==> src/rtl/ps2_rx_frontend_if.sv <==
// Receive-side bus of the PS/2 front end: decoded byte, strobes, error cause, busy.
// master drives the bus (front end); slave consumes it (scan-code translator).
interface ps2_rx_frontend_if;
   logic [7:0] rx_data;
   logic       rx_valid;
   logic       rx_err;
   logic [1:0] err_code;
   logic       busy;

   modport master (output rx_data, rx_valid, rx_err, err_code, busy);
   modport slave  (input  rx_data, rx_valid, rx_err, err_code, busy);
endinterface

==> src/rtl/ps2_rx_frontend.sv <==
// PS/2 receive front end: synchronizes key_clk/key_din, glitch-filters key_clk,
// deframes 11-bit frames and emits validated bytes or error strobes.
//
// state | meaning
// IDLE  | waiting for a start bit (filtered fall with data low)
// RECV  | shifting data bits 0..7, then parity (8), then stop (9)
// CHECK | one cycle; the verdict strobe taken at the stop-bit fall is visible here
module ps2_rx_frontend #(
   parameter int SYNC_STAGES    = 2,
   parameter int FILTER_LEN     = 8,
   parameter int TIMEOUT_CYCLES = 25000
) (
   input  logic clk25,
   input  logic rst_n,
   input  logic key_clk,
   input  logic key_din,
   ps2_rx_frontend_if.master rx
);

   localparam logic [1:0] IDLE  = 2'd0;
   localparam logic [1:0] RECV  = 2'd1;
   localparam logic [1:0] CHECK = 2'd2;

   localparam logic [1:0] ERR_PARITY  = 2'b01;
   localparam logic [1:0] ERR_FRAMING = 2'b10;
   localparam logic [1:0] ERR_TIMEOUT = 2'b11;

   localparam int FILT_W = $clog2(FILTER_LEN + 1);
   localparam int TMO_W  = $clog2(TIMEOUT_CYCLES + 1);
   localparam logic [FILT_W-1:0] FILT_LAST = FILT_W'(FILTER_LEN - 1);
   localparam logic [TMO_W-1:0]  TMO_LAST  = TMO_W'(TIMEOUT_CYCLES - 1);

   logic [SYNC_STAGES-1:0] clk_sync;
   logic [SYNC_STAGES-1:0] din_sync;
   logic                   clk_s;
   logic                   din_s;

   logic [FILT_W-1:0] filt_cnt;
   logic              filt_lvl;
   logic              filt_prev;
   logic              fall_stb;

   logic [1:0]       state;
   logic [3:0]       bit_cnt;
   logic [TMO_W-1:0] tmo_cnt;
   logic [7:0]       shift_reg;
   logic             parity_bit;

   logic [7:0] rx_data_q;
   logic       rx_valid_q;
   logic       rx_err_q;
   logic [1:0] err_code_q;
   logic       busy_q;

   assign clk_s    = clk_sync[SYNC_STAGES-1];
   assign din_s    = din_sync[SYNC_STAGES-1];
   assign fall_stb = filt_prev & ~filt_lvl;

   // Synchronizers reset high so an idle bus never looks like a start edge.
   always_ff @(posedge clk25) begin
      if (!rst_n) begin
         clk_sync <= '1;
         din_sync <= '1;
      end else begin
         clk_sync <= {clk_sync[SYNC_STAGES-2:0], key_clk};
         din_sync <= {din_sync[SYNC_STAGES-2:0], key_din};
      end
   end

   always_ff @(posedge clk25) begin
      if (!rst_n) begin
         filt_cnt  <= '0;
         filt_lvl  <= 1'b1;
         filt_prev <= 1'b1;
      end else begin
         filt_prev <= filt_lvl;
         if (clk_s != filt_lvl) begin
            if (filt_cnt == FILT_LAST) begin
               filt_lvl <= clk_s;
               filt_cnt <= '0;
            end else begin
               filt_cnt <= filt_cnt + 1'b1;
            end
         end else begin
            filt_cnt <= '0;
         end
      end
   end

   always_ff @(posedge clk25) begin
      if (!rst_n) begin
         state      <= IDLE;
         bit_cnt    <= '0;
         tmo_cnt    <= '0;
         shift_reg  <= '0;
         parity_bit <= 1'b0;
         rx_data_q  <= '0;
         rx_valid_q <= 1'b0;
         rx_err_q   <= 1'b0;
         err_code_q <= '0;
         busy_q     <= 1'b0;
      end else begin
         rx_valid_q <= 1'b0;
         rx_err_q   <= 1'b0;
         case (state)
            IDLE: begin
               tmo_cnt <= '0;
               bit_cnt <= '0;
               if (fall_stb && !din_s) begin
                  state  <= RECV;
                  busy_q <= 1'b1;
               end
            end
            RECV: begin
               // A fall in the expiry cycle wins: it restarts the timeout instead.
               if (fall_stb) begin
                  tmo_cnt <= '0;
                  bit_cnt <= bit_cnt + 1'b1;
                  if (bit_cnt < 4'd8) begin
                     shift_reg <= {din_s, shift_reg[7:1]};
                  end else if (bit_cnt == 4'd8) begin
                     parity_bit <= din_s;
                  end else begin
                     state   <= CHECK;
                     bit_cnt <= '0;
                     if (!din_s) begin
                        rx_err_q   <= 1'b1;
                        err_code_q <= ERR_FRAMING;
                     end else if (!(^{shift_reg, parity_bit})) begin
                        rx_err_q   <= 1'b1;
                        err_code_q <= ERR_PARITY;
                     end else begin
                        rx_data_q  <= shift_reg;
                        rx_valid_q <= 1'b1;
                     end
                  end
               end else if (tmo_cnt == TMO_LAST) begin
                  rx_err_q   <= 1'b1;
                  err_code_q <= ERR_TIMEOUT;
                  state      <= IDLE;
                  busy_q     <= 1'b0;
                  shift_reg  <= '0;
                  bit_cnt    <= '0;
                  tmo_cnt    <= '0;
               end else begin
                  tmo_cnt <= tmo_cnt + 1'b1;
               end
            end
            CHECK: begin
               state  <= IDLE;
               busy_q <= 1'b0;
            end
            default: begin
               state  <= IDLE;
               busy_q <= 1'b0;
            end
         endcase
      end
   end

   assign rx.rx_data  = rx_data_q;
   assign rx.rx_valid = rx_valid_q;
   assign rx.rx_err   = rx_err_q;
   assign rx.err_code = err_code_q;
   assign rx.busy     = busy_q;

endmodule

==> src/flat_wrapper.sv <==
// flat-port wrapper written by rule: the top's interface ports become plain ports
module ps2_rx_frontend_flat 
#(
   parameter int SYNC_STAGES    = 2,
   parameter int FILTER_LEN     = 8,
   parameter int TIMEOUT_CYCLES = 25000
)
  (clk25, rst_n, key_clk, key_din, rx_rx_data, rx_rx_valid, rx_rx_err, rx_err_code, rx_busy);
  ps2_rx_frontend_if rx_i ();
  input  logic clk25;
  input  logic rst_n;
  input  logic key_clk;
  input  logic key_din;
  output wire logic [$bits(rx_i.rx_data)-1:0] rx_rx_data;
  output wire logic [$bits(rx_i.rx_valid)-1:0] rx_rx_valid;
  output wire logic [$bits(rx_i.rx_err)-1:0] rx_rx_err;
  output wire logic [$bits(rx_i.err_code)-1:0] rx_err_code;
  output wire logic [$bits(rx_i.busy)-1:0] rx_busy;
  assign rx_rx_data = rx_i.rx_data;
  assign rx_rx_valid = rx_i.rx_valid;
  assign rx_rx_err = rx_i.rx_err;
  assign rx_err_code = rx_i.err_code;
  assign rx_busy = rx_i.busy;
  ps2_rx_frontend #(.SYNC_STAGES(SYNC_STAGES), .FILTER_LEN(FILTER_LEN), .TIMEOUT_CYCLES(TIMEOUT_CYCLES)) u_core (.clk25(clk25), .rst_n(rst_n), .key_clk(key_clk), .key_din(key_din), .rx(rx_i));
endmodule
==> config.mk <==
export PLATFORM = sky130hd
export DESIGN_NAME = ps2_rx_frontend_flat
export DESIGN_NICKNAME = d
export VERILOG_FILES = /design/src/rtl/ps2_rx_frontend_if.sv /design/src/rtl/ps2_rx_frontend.sv /design/src/flat_wrapper.sv
export SDC_FILE = /design/constraint.sdc
export NUM_CORES = 1
export LEC_CHECK = 0
export ABC_CLOCK_PERIOD_IN_PS = 2200
export BUFFER_PORTS_ARGS = -buffer_cell sky130_fd_sc_hd__buf_4
export CAP_MARGIN = 0
export CORE_UTILIZATION = 53
export DETAILED_ROUTE_END_ITERATION = 12
export PLACE_DENSITY = 0.74
export SYNTH_ARGS = -nofsm -noshare
export SYNTH_HDL_FRONTEND = slang
export SYNTH_SLANG_ARGS = --single-unit
export TNS_END_PERCENT = 100
==> constraint.sdc <==
create_clock -name clk25 -period 2.2 [get_ports clk25]
set_clock_uncertainty 0.1 [all_clocks]
set_input_delay 0.22 -clock clk25 [delete_from_list [all_inputs] [get_ports clk25]]
set_output_delay 0.22 -clock clk25 [all_outputs]
set_load 0.03 [all_outputs]
==> results.ini <==
[final_layout]
syn_to_final_growth_pct = 15.6
final_core_utilization_pct = 66.2
largest_reg_flops = 15
diodes = 0
fin_cells = 352
nNetsFinal = 309
final_layout_size_suffix_gt1_share_pct = 15.9

[hold_path]
hold_path_class = input port to flop
min_path_cells = 2

[route]
first_iter_violations = 143
drcViolationCount = 0
routed_wirelength_um = 4670
num_vias = 1967
post_drt_wl_per_cell_um = 13.3
vias_per_cell = 5.59
first_pass_iters = 4
ant_nets = 0

[critical_path]
cp.arrival_ps = 2230
cp-end-kind = flop
cp_cell_sequence = inv_1, ha_1, nor2b_1, or4b_4, nor3_4, buf_12, mux2i_1
crit_fanout = 7
max_stage_delay_ps = 570
crit_type = flop to flop
crit_end = u_core.rx.rx_data[3]
crit_path_start = u_core.bit_cnt[0]
timing.rr.end = u_core.rx.rx_data[3]
rrSetupSlack_ps = 100
worstPathRequired_ps = 2330
rr_worst_depth = 7
cp_slowest_cell = or4b_4
startpoint_type = flop
r2r_start = u_core.bit_cnt[0]

[timing]
report.final.slew_viol_count = 0
tightest_slew_ps = 643
max_freq_mhz = 476
fin_crit_sh_pct = 95.6
setup_ws_ps = 97.2
setup_viol_count_final = 0
grt_setup_unrepaired = no
hold_violations = 0
relSlewSlack_pct = 57.1
hold_slack_ps = 58.3
layout_min_cycle_time_ps = 2100

[pwr]
p_leak_uw = 0.00101
powerDensity_nw_per_um2 = 570
ir_worst_vdd_mv = 0.398

[floorplanning]
floorplan.die.height_um = 68.9
fp.coreArea_um2 = 4140
fp.dieW_um = 68.9
rows = 23
initial_core_util_pct = 57.3
pin_count = 17
dieArea_um2 = 4750

[cts]
clkTransAtPathRegs_ps = 100
h-tree-depth = 2
cts_buffer_depth = 2
cts_sinks = 53
cts_buffers = 5
insertion_delay_ps = 310
clockRootBuffer = clkbuf_8
cts_tree = built

[synth]
synthMostInstantiatedCell = dfxtp_1
synthTopCellsByArea = dfxtp_1 (45%), nand2_1 (5.2%), nor2_1 (4.7%)
synth-edff-count = 0
ys_types = 43
avgSynthCellArea_um2 = 8.73
yosys_most_used_dff = dfxtp_1
syn_area_um2 = 2370
ys_seq_area_share_pct = 44.7
yosys_register_bits = 53
synth_common_cells = dfxtp_1 (53), nand2_1 (33), nor2_1 (30)
async_flop_share_pct = 0
synth_fp_nets = 280
syn_inst = 272
synth_warnings = 0
yosysTopAreaCell = dfxtp_1
yosys.area.top_type_share_pct = 44.7

[global_routing]
grt_max_degree = 22
first_global_vias = 1724
grt_pass1_wl_um = 7670
gr-total-overflow = 0
track_usage_pct = 21.9
antenna_found_initial = 0

[job]
maxCapViolCount = 0

[status]
status = finished clean

[placed_design]
place_congestion = 0.798
hpwl_um = 3390
pre_cts_ws_ps = -12.7
dp_cells = 341
numPortBuffers = 16

==> area by class of cell <==
class / count / area (µm²)
Sequential cell: 53 / 1060
Tap cell: 50 / 62.6
Multi-Input combinational cell: 201 / 1240
Clock buffer: 5 / 68.8
Inverter: 7 / 26.3
Clock inverter: 3 / 21.3
Timing Repair Buffer: 33 / 265
Fill cell: 356 / 1400
==> cells by family (layout without fill, tap and decap cells) <==
kind of cell               after synthesis  in the layout  synth area share, %
muxes                                   11             11                 4.64
and+or+nand+nor                        123            123                 26.4
AOI/OAI and AO/OA                       44             44                 11.0
buffers and inverters                   18             48                 3.58
adders and majority gates                4              4                 2.11
xor gates and xnor gates                19             19                 7.64
DFF                                     53             53                 44.7
==> critical path, delay by kind of cell, from the launching register on <==
family,cells,cell delay (ps)
and+or+nand+nor,3,940
DFF,1,350
buffers and inverters,2,220
adders and majority gates,1,210
muxes,1,200
==> metal layers <==
layer | part of all wire, % | wire length, µm | GRT usage [%]
met2 | 46 | 2140 | 35.0
met1 | 48 | 2240 | 28.9
met3 | 4.5 | 210 | 4.44
met5 | 0 | 0 | 0
met4 | 1.6 | 75 | 8.42
==> stage by stage <==
stage	total power (µW)	TNS [ps]	area (µm²)
floorplan	1030	0	2370
global placement	1040	0	2620
detailed placement	1040	-25.8	2620
CTS	1580	0	2730
global route	1620	0	2750
finish	1560	0	2750
==> repair_timing <==
| action | 4_1_cts | 5_1_grt |
|---|---|---|
| pin swaps | 0 | 1 |
| endpoints found under the hold margin | 2 | 0 |
| setup endpoints to repair | 4 | 14 |
| setup buffers | 0 | 1 |
| resized for setup | 1 | 2 |
| hold buffers | 2 | 0 |
==> worst min path at each step <==
stage	startpoint	to	slack, ps
after floorplan	key_clk	u_core.clk_sync[0]	220
after global placement	u_core.din_sync[0]	u_core.din_sync[1]	290
after detailed placement	u_core.clk_sync[0]	u_core.clk_sync[1]	300
after CTS	rst_n	u_core.filt_lvl	50
after global routing	rst_n	u_core.filt_lvl	70
final	rst_n	u_core.filt_lvl	60
==> power breakdown <==
group | internal (µW) | switching (µW)
combinational | 18.4 | 29.9
sequential | 966 | 5.92
clock | 226 | 318
total | 1210 | 354
==> cells in the final DEF, fill, tap and decap left out, drive strengths merged, types with 8 or more instances in the layout <==
cell	netlist	routed
a21oi	16	16
buf	5	31
dfxtp	53	53
inv	7	8
mux2i	11	11
nand2	33	33
nand2b	10	10
nand3	9	9
nor2	30	30
nor3	11	11
o21ai	16	16
xnor2	10	10
xor2	8	8
No activity file was read; power rests on OpenSTA's default activity.
